===== src/rtl/fifo_rd_stream.sv =====
// fifo_rd_stream: pops a synchronous FIFO and re-presents its words as a valid/ready stream via a 2-entry buffer
module fifo_rd_stream #(
    parameter int DATA_W = 8,
    parameter int CNT_W  = 16
) (
    input  logic              clk,
    input  logic              rstn,
    input  logic              i_en,
    input  logic              i_force,
    output logic              o_rden,
    input  logic [DATA_W-1:0] i_rddata,
    input  logic              i_empty,
    input  logic              i_alm_empty,
    output logic              o_valid,
    output logic [DATA_W-1:0] o_data,
    input  logic              i_ready,
    output logic              o_busy,
    output logic [CNT_W-1:0]  o_rd_count
);
    typedef enum logic [1:0] {IDLE, STREAM, DRAIN} state_t;

    state_t            state, state_next;
    logic [1:0]        occ;
    logic              infl;
    logic              head, tail;
    logic [DATA_W-1:0] buf_q [2];
    logic              pop;

    assign pop     = o_valid & i_ready;
    assign o_valid = (occ != 2'd0);
    assign o_data  = buf_q[head];
    assign o_busy  = (state != IDLE);
    // a read is only issued when the buffer is sure to have room for it, counting the word already in flight
    assign o_rden  = (state == STREAM) & i_en & ~i_empty & (3'(occ) + 3'(infl) < 3'd2 + 3'(pop));

    // next-state: start on enough data (or forced), drain on disable, idle once nothing is left
    always_comb begin
        state_next = state;
        case (state)
            IDLE:    state_next = (i_en & (~i_alm_empty | (i_force & ~i_empty))) ? STREAM : IDLE;
            STREAM:  state_next = ~i_en ? DRAIN : (i_empty & ~infl & (occ == 2'd0)) ? IDLE : STREAM;
            DRAIN:   state_next = (~infl & (occ == 2'd0) & ~o_rden) ? IDLE : DRAIN;
            default: state_next = IDLE;
        endcase
    end

    // state, in-flight flag, output buffer and delivered-word counter
    always_ff @(posedge clk) begin
        if (!rstn) begin
            state      <= IDLE;
            occ        <= 2'd0;
            infl       <= 1'b0;
            head       <= 1'b0;
            tail       <= 1'b0;
            buf_q[0]   <= '0;
            buf_q[1]   <= '0;
            o_rd_count <= '0;
        end else begin
            state <= state_next;
            infl  <= o_rden;
            occ   <= occ + 2'(infl) - 2'(pop);
            if (infl) begin
                buf_q[tail] <= i_rddata;
                tail        <= ~tail;
            end
            if (pop) begin
                head       <= ~head;
                o_rd_count <= o_rd_count + CNT_W'(1);
            end
        end
    end
endmodule

===== config.mk =====
export PLATFORM = sky130hd
export DESIGN_NAME = fifo_rd_stream
export DESIGN_NICKNAME = d
export VERILOG_FILES = /design/src/rtl/fifo_rd_stream.sv
export SDC_FILE = /design/constraint.sdc
export NUM_CORES = 1
export LEC_CHECK = 0
export ABC_CLOCK_PERIOD_IN_PS = 2200
export CORE_ASPECT_RATIO = 0.9
export CORE_MARGIN = 2
export CORE_UTILIZATION = 49
export CTS_CLUSTER_DIAMETER = 150
export CTS_CLUSTER_SIZE = 12
export DETAILED_ROUTE_END_ITERATION = 8
export PLACE_DENSITY = 0.77
export RECOVER_POWER = 100
export SLEW_MARGIN = 25
export SYNTH_ARGS = -nofsm -noshare
export SYNTH_HDL_FRONTEND = slang
export SYNTH_SLANG_ARGS = --single-unit

===== constraint.sdc =====
create_clock -name clk -period 2.2 [get_ports clk]
set_input_delay 0.55 -clock clk [delete_from_list [all_inputs] [get_ports clk]]
set_output_delay 0.55 -clock clk [all_outputs]
set_load 0.02 [all_outputs]

# ---- Word level (Yosys, flattened, before mapping)
# Memory sizes are Yosys's and may differ from the RTL's. A register that Yosys moved wholly into a read port is not among the register bits.
# Index checks and enable logic that the tools add are counted.
dict set report word_totals {
  ramBits 16
  memories 1
  elab_cells 51
  output_inout_bits 27
  ff_bits 23
}
# memory depth word_bits rd rd_ports_with_merged_regs write_ports line_no
set memory_table {}
lappend memory_table {buf_q 2 8 1 1 2 26} ;# logic [DATA_W-1:0] buf_q [2];
dict set report op_classes {
  eq_ne 2
  n_addsub 5
  n_mux 14
  n_reduce_logical 5
  n_bitwise 17
  n_lt_le_gt_ge 1
}
# operator n
set ops {}
lappend ops {{$add 16x1->16 const B} 1}
lappend ops {{$and 1x1->1} 10}
lappend ops {{$mux 1} 10}
lappend ops {{$mux 8} 1}
lappend ops {{$reduce_or 8->1} 1}
lappend ops {{$not 1->1} 6}
lappend ops {{$pmux 2 s3} 1}
lappend ops {{$logic_not 2->1} 2}
lappend ops {{$mux 2} 2}
lappend ops {{$reduce_bool 2->1} 2}
lappend ops {{$add 2x1->3} 1}
lappend ops {{$add 2x1->3 const A} 1}
lappend ops {{$lt 3x3->1} 1}
lappend ops {{$add 2x1->2} 1}
lappend ops {{$eq 2x1->1 const B} 1}
lappend ops {{$eq 2x2->1 const B} 1}
lappend ops {{$sub 2x1->2} 1}
lappend ops {{$or 1x1->1} 1}

# ---- Depth between registers and ports, before layout
# Gate-level depths: netlist (run 1).
dict set report depth {
  word_depth 9
  mapped_depth 8
  mapped_depth_nobuf 8
}

# ---- Worst setup path after synthesis (run 1)
# No wires, ideal clock.
dict set report synth_path {
  path_type {register -> output}
  from {register occ[0]}
  to {output o_rden}
  path_stages_with_launch 5
  n_path_buf 0
  slack_ns 0.434
  arrival_time_ns 1.216
  path_cell_list {dfxtp_1 ha_1 ha_1 nor4b_1 and3_1}
}
dict set report synth_between {
  elab_chain_len 5
  word_cells_on_any_way 6
}
# item line_no
set synth_lines {}
lappend synth_lines {{start: declaration} 23} ;# logic [1:0] occ;
lappend synth_lines {{start signal: assignment} 61} ;# occ <= occ + 2'(infl) - 2'(pop);
lappend synth_lines {{$reduce_bool 2->1} 30} ;# assign o_valid = (occ != 2'd0);
lappend synth_lines {{$and 1x1->1} 29} ;# assign pop = o_valid & i_ready;
lappend synth_lines {{$add 2x1->3} 34} ;# assign o_rden = (state == STREAM) & i_en & ~i_empty & (3'(occ) + 3'(infl) < 3'd2 + 3'(pop));
lappend synth_lines {{$lt 3x3->1 (*)} 34}
lappend synth_lines {{$and 1x1->1 (*)} 34}
lappend synth_lines {{end: declaration} 10} ;# output logic o_rden,
# Every way passes the cells marked *; elsewhere a longest branch is shown, timed or not.

# ---- Worst setup path after layout (run 1)
dict set report layout_path {
  from {register occ[0]}
  to {output o_valid}
}
dict set report layout_between {
  elab_chain_len 1
}
# item line_no
set layout_lines {}
lappend layout_lines {{$reduce_bool 2->1} 30}
lappend layout_lines {{end: declaration} 14} ;# output logic o_valid,
# Every way passes these cells.

==> impl_metrics.json, run 1 <==
{
  "start_util_pct": 52.3,
  "final_area_sq_um": 2430,
  "fillers": 257,
  "maxSlewHeadroom_pct": 39.9,
  "synth_area_leader_cell": "dfxtp_1",
  "end_kind": "output port",
  "worst_pin_slew_ns": 0.901,
  "holdPathStages": 2,
  "io_buffer_count": 41,
  "fin_skew_ns": 0.00157,
  "cts.path.max_buffers": 2,
  "max-cap-violations": 0,
  "yosysWarnings": 0,
  "finalPower_mw": 1.84,
  "synthesis.nets": 189,
  "synth_seq_area_share_pct": 52.8,
  "postLayoutSetupSlackWorst_ns": 0.0752,
  "p_int_mw": 1.31,
  "clock.fmax_mhz": 471,
  "fin_nets": 243,
  "r2r_cells": 10,
  "holdCritPathClass": "reg2reg",
  "track_usage_pct": 18.9,
  "r2r_end": "occ[1]$_SDFF_PN0_",
  "antenna_cells": 0,
  "synth-seq-cells": 40,
  "grt_pass1_vias": 1363,
  "drtIter0Drc": 63,
  "crit_type": "reg2out",
  "gr-total-overflow": 0,
  "powerDensity_nw_per_um2": 756,
  "cp_num_buf_inv": 2,
  "dr.pass1.iters": 4,
  "htree_levels": 2,
  "setup_violations": 0,
  "grt_pass1_wl_mm": 5.88,
  "antenna_found_initial": 0,
  "ios": 42,
  "die_width_microns": 68.3,
  "placement.setup.worst_slack_ns": -0.462,
  "required_ns": 1.65,
  "power_frac_clock_pct": 24.1,
  "die_height_microns": 61.8,
  "holdWs_ns": 0.469,
  "worst_ep_arrival_time_ns": 1.57,
  "final_max_slew_viol_count": 0,
  "p_leak_nw": 1.01,
  "reg2reg_slack_ns": 0.34,
  "areaGrowthSynthToFinish_pct": 33.6,
  "worstSkewPairLatency_ns": 0.28,
  "fin_crit_ns": 2.12,
  "max_stage_delay_ns": 0.54,
  "synth_edf_count": 16,
  "routabilityCongestion": 0.745,
  "synthArstFlopShare_pct": 0,
  "critPathMaxFanout": 6,
  "status": "completed",
  "place_area_sq_um": 2340,
  "setup_tns_ns": 0,
  "start_kind": "register",
  "seq_power_share_pct": 47.8,
  "p_sw_uw": 527,
  "crit_path_cell_trace": "buf_2, or2_2, clkdlybuf4s50_1",
  "slowest_stage": "clkdlybuf4s50_1",
  "wl_mm": 3.70,
  "cts_sinks": 40,
  "fp-row-count": 20,
  "vias": 1419,
  "dieArea_sq_um": 4220,
  "yosysTopAreaCellShare_pct": 26.4,
  "syn_inst": 169,
  "cp_top_family": "buffers and inverters",
  "path_clk_slew_ns": 0.07,
  "grt_max_degree": 21,
  "hold_viol_final": 0,
  "viasPerCell": 5.29,
  "wl_per_cell_microns": 13.8,
  "clockRootBuffer": "clkbuf_8",
  "crit_start": "occ[0]$_SDFF_PN0_",
  "min_from": "o_rd_count[15]$_SDFFE_PN0P_",
  "vdd_ir_drop_max_mv": 0.420,
  "synthFlopType": "dfxtp_1",
  "power_frac_comb_pct": 28.1,
  "syn_area_per_cell_sq_um": 10.8,
  "drcViolationCount": 0,
  "cts_tree": "built",
  "rsz0062_at_grt": "false",
  "finalCritPeriodShare_pct": 96.6,
  "switching_share_pct": 28.6,
  "r2r-start": "occ[0]$_SDFF_PN0_",
  "core_sq_um": 3480,
  "holdPathEnd": "o_rd_count[15]$_SDFFE_PN0P_",
  "drive_above_1_share_pct": 14.7,
  "dp_hpwl_mm": 2.64,
  "ant_nets": 0,
  "syn_area_sq_um": 1820,
  "cts_buffers": 5,
  "ctsHoldBuffers": 0,
  "synthDistinctLibCells": 38,
  "yosys-top-cells-area": "dfxtp_1 (26%), edfxtp_1 (26%), and2_1 (6.2%), mux2_2 (4.9%), xnor2_1 (3.8%)"
}
## power by group through the flow
stage | logic, mW | clock network (mW) | registers [mW]
2_1_floorplan | 0.290 | 0 | 0.891
3_3_place_gp | 0.517 | 0 | 0.887
3_5_place_dp | 0.528 | 0 | 0.891
4_1_cts | 0.527 | 0.460 | 0.877
5_1_grt | 0.557 | 0.490 | 0.885
6_report | 0.516 | 0.444 | 0.879
## stage by stage
step           utilization (%)  cells
3_3_place_gp              67.2    260
3_5_place_dp              67.2    260
4_1_cts                   69.6    268
2_1_floorplan                -    169
6_report                  69.9    268
5_1_grt                   69.9    268
## logic make-up after synthesis
family,Yosys count,synth area share [%]
and+or+nand+nor,74,22.7
xor gates and xnor gates,15,7.22
AOI/OAI and AO/OA,15,5.43
buffers and inverters,11,2.89
adders and majority gates,5,3.44
DFF,40,52.8
muxes,9,5.50
## state kept, by name, summed over array words and instances, names as in the netlist, named ones only
name	count
tail	1
state	2
infl	1
occ	2
buf_q	16
head	1
o_rd_count	16
## final cells by class
class / instances / area (sq um) / area share [%]
clock buffer: 5 / 68.8 / 2.83
clock inverter: 3 / 13.8 / 0.566
inverter: 6 / 22.5 / 0.926
multi-input combinational: 118 / 820 / 33.7
sequential: 40 / 965 / 39.7
tap: 44 / 55.1 / 2.26
timing repair buffer: 52 / 488 / 20.1
## synth_stat cells (2+ instances only)
cell type  instances
a21oi_1            4
and2_1            18
and3_1             2
clkbuf_1           3
dfxtp_1           24
edfxtp_1          16
ha_1               5
inv_1              6
mux2_2             8
nand2_1            8
nand2b_1           3
nand3_1            5
nand4_1            3
nor2_1            17
nor3_1             5
nor4b_1            2
o21ai_0            5
or2_2              2
xnor2_1            8
xor2_1             7
## cells in the final DEF (no fill, tap or decap), drive strengths merged, types with 2 or more instances in the layout
cell type,instances
clkinv,3
dfxtp,24
nor2,17
ha,5
xnor2,8
mux2,8
buf,10
edfxtp,16
o21ai,6
clkdlybuf4s50,20
or2,3
nor3,5
inv,6
nor4b,2
nand4,3
and4,2
nand2b,3
nor4,2
xor2,7
nand2,9
dlygate4sd3,17
clkbuf,7
dlymetal6s2s,2
a21oi,4
and2,18
nand3,5
and3,2
## repair_timing
item | in CTS | in global routing
endpoints found under the setup margin | 9 | 8
gates cloned | 0 | 0
pin swaps | 0 | 2
resized for setup | 7 | 10
setup buffers | 0 | 0
## routing by layer
metal	track usage [%]	up-vias	part of all wire (%)
met4	7.43	0	1.7
li1	-	697	-
met5	0	-	0
met3	5.41	8	4.4
met2	34.7	37	51
met1	20.9	677	43
## how the worst max path moves through the flow
stage	cells past startpoint	to	slack, ns
global route	3	o_valid	0.03
global placement	4	o_rden	-0.38
floorplan	4	o_rden	0.43
detailed placement	4	o_rden	-0.46
finish	3	o_valid	0.08
CTS	2	o_data[3]	0.01
## worst reg2reg max path, cell delays in order (launching register included)
cell     delay, ns
dfxtp_1       0.32
buf_2         0.15
o21ai_1       0.17
buf_4         0.17
inv_1         0.06
ha_1          0.26
inv_1         0.06
ha_1          0.15
xor2_1        0.19
xnor2_1       0.14
nor2_1        0.05
No activity file was read; power rests on OpenSTA's default activity.
==> run 2: changes to the inputs <==
--- a/config.mk
+++ b/config.mk
@@ -5,7 +5,6 @@
 export SDC_FILE = /design/constraint.sdc
 export NUM_CORES = 1
 export LEC_CHECK = 0
-export ABC_CLOCK_PERIOD_IN_PS = 2200
 export CORE_ASPECT_RATIO = 0.9
 export CORE_MARGIN = 2
 export CORE_UTILIZATION = 49
==> constraint.sdc (replaced) <==
create_clock -name clk -period 2.1 [get_ports clk]
set_input_delay 0.525 -clock clk [delete_from_list [all_inputs] [get_ports clk]]
set_output_delay 0.525 -clock clk [all_outputs]
set_load 0.02 [all_outputs]
==> impl_metrics.json, run 2 (same netlist as run 1, synthesis figures left out) <==
{
  "core_sq_um": 3480,
  "grt_pass1_vias": 1422,
  "gr-total-overflow": 0,
  "mostFrequentLayoutCells": "dfxtp_1 (22), nor2_1 (17), dlygate4sd3_1 (17)",
  "placement.setup.worst_slack_ns": -0.466,
  "reg2reg_slack_ns": 0.24,
  "powerDensity_nw_per_um2": 791,
  "fin_nets": 246,
  "ctsHoldBuffers": 0,
  "end_kind": "output port",
  "worst_ep_arrival_time_ns": 1.57,
  "crit_path_cell_trace": "clkdlybuf4s50_1, nor4b_2, and3_1, buf_6",
  "p_leak_nw": 1.04,
  "io_buffer_count": 41,
  "postLayoutSetupSlackWorst_ns": 0.00293,
  "worst_pin_slew_ns": 0.940,
  "dieArea_sq_um": 4220,
  "die_width_microns": 68.3,
  "grt_max_degree": 21,
  "slowest_stage": "clkdlybuf4s50_1",
  "worstSkewPairLatency_ns": 0.28,
  "setup_violations": 0,
  "antenna_found_initial": 0,
  "drcViolationCount": 0,
  "routabilityCongestion": 0.741,
  "holdCritPathClass": "reg2reg",
  "drive_above_1_share_pct": 16.3,
  "final_max_slew_viol_count": 0,
  "utilization_pct": 70.6,
  "fin_crit_ns": 2.10,
  "start_kind": "input pin",
  "cts_buffers": 5,
  "max-cap-violations": 0,
  "maxSlewHeadroom_pct": 37.3,
  "mostFrequentLayoutCell": "dfxtp_1",
  "dp_hpwl_mm": 2.80,
  "drtIter0Drc": 67,
  "holdPathEnd": "o_rd_count[15]$_SDFFE_PN0P_",
  "r2r_cells": 10,
  "r2r-start": "occ[0]$_SDFF_PN0_",
  "antenna_cells": 0,
  "clockRootBuffer": "clkbuf_8",
  "finalNonFillerCells": 271,
  "max_stage_delay_ns": 0.50,
  "holdWs_ns": 0.485,
  "areaGrowthSynthToFinish_pct": 34.8,
  "fp-row-count": 20,
  "die_height_microns": 61.8,
  "place_area_sq_um": 2350,
  "hold_viol_final": 0,
  "grt_pass1_wl_mm": 6.18,
  "wl_per_cell_microns": 14.7,
  "path_clk_slew_ns": 0.07,
  "wl_mm": 3.99,
  "reg.largest.list": "buf_q x16, o_rd_count x16",
  "fillers": 257,
  "cts_tree": "built",
  "ant_nets": 0,
  "holdPathStages": 2,
  "vias": 1423,
  "clock.fmax_mhz": 477,
  "min_from": "o_rd_count[15]$_SDFFE_PN0P_",
  "dr.pass1.iters": 4,
  "status": "completed",
  "critPathMaxFanout": 2,
  "crit_type": "in2out",
  "final_area_sq_um": 2450,
  "finalCritPeriodShare_pct": 99.9,
  "start_util_pct": 52.3,
  "place_inst": 262,
  "cts.path.max_buffers": 2,
  "vdd_ir_drop_max_mv": 0.513,
  "viasPerCell": 5.25,
  "track_usage_pct": 20.3,
  "setup_tns_ns": 0,
  "htree_levels": 2,
  "ios": 42,
  "cts_sinks": 40,
  "r2r_end": "occ[1]$_SDFF_PN0_",
  "required_ns": 1.57,
  "finalPower_mw": 1.94,
  "fin_skew_ns": 0.00316
}
[run 2: final cells by class]
type / instances / area, sq um / share of cell area, %
clock buffers: 5 / 68.8 / 2.80
repair buffers: 55 / 499 / 20.3
inverters: 6 / 22.5 / 0.917
clock inverters: 3 / 13.8 / 0.561
multi-input cells: 118 / 832 / 33.9
flip-flops and latches: 40 / 963 / 39.2
well taps: 44 / 55.1 / 2.24
[run 2: critical path: cells and delay by family]
kind                   cells  cell delay (ns)
and+or+nand+nor            2             0.42
buffers and inverters      2             0.63
[run 2: worst max-delay path by stage]
stage	slack (ns)	cells after the start	to	startpoint
floorplan	0.36	4	o_rden	occ[0]$_SDFF_PN0_
global placement	-0.43	4	o_rden	i_empty
detailed placement	-0.47	5	o_rden	i_ready
CTS	0.01	4	o_rden	i_empty
global route	-0.01	5	o_rden	infl$_SDFF_PN0_
finish	0.003	4	o_rden	i_en
[run 2: timing repair]
action                     4_1_cts  5_1_grt
gates cloned                     0        0
setup buffers                    0        1
resized for setup               18        8
setup endpoints to repair       10        1
pin swaps                        1        2
[run 2: routing by layer]
metal  track usage (%)  vias to the layer above  wire length [microns]
met5                 0                        -                      0
met4              7.14                        0                     60
met3              6.67                        9                    176
met2              38.1                       38                   2130
met1              21.4                      671                   1630
li1                  -                      705                      -
[run 2: power breakdown]
part	internal (mW)	switching [mW]	leakage, nW
logic	0.262	0.273	0.630
registers	0.866	0.0629	0.360
clock network	0.225	0.252	0.0453
==> run 3: changes to the inputs <==
--- a/config.mk
+++ b/config.mk
@@ -11,7 +11,7 @@
 export CTS_CLUSTER_DIAMETER = 150
 export CTS_CLUSTER_SIZE = 12
 export DETAILED_ROUTE_END_ITERATION = 8
-export PLACE_DENSITY = 0.77
+export PLACE_DENSITY = 0.78
 export RECOVER_POWER = 100
 export SLEW_MARGIN = 25
 export SYNTH_ARGS = -nofsm -noshare
==> impl_metrics.json, run 3 (same netlist as run 1, synthesis figures left out) <==
{
  "fin_nets": 244,
  "gr-total-overflow": 0,
  "holdCritPathClass": "reg2reg",
  "holdWs_ns": 0.492,
  "reg.largest.list": "buf_q x16, o_rd_count x16",
  "cp_top_family": "buffers and inverters",
  "max-cap-violations": 0,
  "worst_ep_arrival_time_ns": 1.53,
  "fin_skew_ns": 0.00471,
  "crit_type": "in2out",
  "ios": 42,
  "dieArea_sq_um": 4220,
  "clock.fmax_mhz": 487,
  "cts_buffers": 5,
  "wl_mm": 3.82,
  "ant_nets": 0,
  "grt_pass1_wl_mm": 5.95,
  "mostFrequentLayoutCells": "dfxtp_1 (22), nor2_1 (17), edfxtp_1 (16), dlygate4sd3_1 (16)",
  "core_sq_um": 3480,
  "r2r-start": "occ[1]$_SDFF_PN0_",
  "die_width_microns": 68.3,
  "slowest_stage": "clkdlybuf4s50_1",
  "maxSlewHeadroom_pct": 41.6,
  "critPathMaxFanout": 2,
  "vias": 1405,
  "vdd_ir_drop_max_mv": 0.617,
  "antenna_cells": 0,
  "routabilityCongestion": 0.817,
  "hold_viol_final": 0,
  "fin_crit_ns": 2.06,
  "die_height_microns": 61.8,
  "place_inst": 261,
  "drcViolationCount": 0,
  "rsz0062_at_grt": "false",
  "cp_num_buf_inv": 2,
  "crit_start": "i_ready",
  "finalNonFillerCells": 269,
  "cp-endpoint": "o_rden",
  "worstSkewPairLatency_ns": 0.29,
  "grt_pass1_vias": 1370,
  "crit_path_cell_trace": "clkdlybuf4s50_1, o21ai_2, o21ai_1, and3_1, buf_6",
  "p_leak_nw": 1.01,
  "cp_num_cells": 5,
  "path_clk_slew_ns": 0.08,
  "finalCritPeriodShare_pct": 97.9,
  "cts_tree": "built",
  "final_max_slew_viol_count": 0,
  "grt_max_degree": 21,
  "setup_tns_ns": 0,
  "cts.path.max_buffers": 2,
  "r2r_cells": 10,
  "end_kind": "output port",
  "cts_sinks": 40,
  "holdPathStages": 2,
  "areaGrowthSynthToFinish_pct": 34.6,
  "status": "completed",
  "wl_per_cell_microns": 14.2,
  "start_util_pct": 52.3,
  "required_ns": 1.57,
  "max_stage_delay_ns": 0.50,
  "reg2reg_slack_ns": 0.25,
  "r2r_end": "occ[1]$_SDFF_PN0_",
  "start_kind": "input pin",
  "antenna_found_initial": 0,
  "viasPerCell": 5.22,
  "clockRootBuffer": "clkbuf_8",
  "setup_violations": 0,
  "powerDensity_nw_per_um2": 809,
  "finalPower_mw": 1.98,
  "worst_pin_slew_ns": 0.875,
  "io_buffer_count": 41,
  "fp-row-count": 20,
  "dr.pass1.iters": 5,
  "drive_above_1_share_pct": 16.0,
  "htree_levels": 2,
  "drtIter0Drc": 47,
  "mostFrequentLayoutCell": "dfxtp_1",
  "dp_hpwl_mm": 2.74,
  "track_usage_pct": 19.3
}
## run 3: changes by cell type in the layout (fill, tap and decap cells not counted), moves of 2 or more
cell	before	now
buf_4	11	8
clkinvlp_4	0	2
clkinv_2	2	0
clkdlybuf4s50_1	12	14
## run 3: worst min path at each step
| stage | startpoint | to | slack [ns] |
|---|---|---|---|
| 6_report | o_rd_count[15]$_SDFFE_PN0P_ | o_rd_count[15]$_SDFFE_PN0P_ | 0.49 |
| 5_1_grt | o_rd_count[15]$_SDFFE_PN0P_ | o_rd_count[15]$_SDFFE_PN0P_ | 0.53 |
| 4_1_cts | o_rd_count[1]$_SDFFE_PN0P_ | o_rd_count[1]$_SDFFE_PN0P_ | 0.50 |
| 3_5_place_dp | o_rd_count[1]$_SDFFE_PN0P_ | o_rd_count[1]$_SDFFE_PN0P_ | 0.49 |
| 3_3_place_gp | o_rd_count[15]$_SDFFE_PN0P_ | o_rd_count[15]$_SDFFE_PN0P_ | 0.45 |
| 2_1_floorplan | state[1]$_SDFF_PN0_ | state[0]$_SDFF_PN0_ | 0.46 |
## run 3: area by class of cell
| cell class | instances | area [sq um] |
|---|---|---|
| Timing Repair Buffer | 53 | 479 |
| Clock inverter | 2 | 15.0 |
| Clock buffer | 6 | 82.6 |
| Sequential cell | 40 | 963 |
| Tap cell | 44 | 55.1 |
| Multi-Input combinational cell | 118 | 832 |
| Inverter | 6 | 22.5 |
| Fill cell | 266 | 1030 |
## run 3: timing repair
action | in CTS | in global routing
gates resized for setup | 17 | 8
setup buffers | 0 | 0
pin swaps | 1 | 2
gates cloned | 0 | 0
endpoints found under the setup margin | 10 | 1
hold buffers | 0 | 0
## run 3: where the power goes
group | internal (mW) | switching, mW | leakage (nW)
clock network | 0.266 | 0.275 | 0.0434
registers | 0.866 | 0.0600 | 0.360
logic | 0.258 | 0.257 | 0.605
## run 3: worst register-to-register path, cell delays in order, from the launching register on
cell and delay (ns):
dfxtp_1 0.35, clkbuf_2 0.17, o21ai_2 0.14, buf_4 0.16, inv_1 0.05, ha_1 0.26
inv_1 0.05, ha_1 0.14, xor2_1 0.19, xnor2_1 0.14, nor2_1 0.05
## run 3: metrics by stage
step	utilization, %	worst slack (ns)	instance area [sq um]
after floorplan	-	0.359	1820
after global placement	67.4	-0.449	2350
after detailed placement	67.4	-0.489	2350
after CTS	70.1	0.00767	2440
after global routing	70.4	0.00395	2450
final	70.4	0.0446	2450
## run 3: per-layer routing
metal	vias to the layer above	share of wire, %	wire length [microns]	GRT usage (%)
li1	696	-	-	-
met1	670	43	1640	21.3
met2	31	51	1970	35.0
met3	8	3.7	143	5.41
met4	0	1.8	68	8.29
met5	-	0	0	0
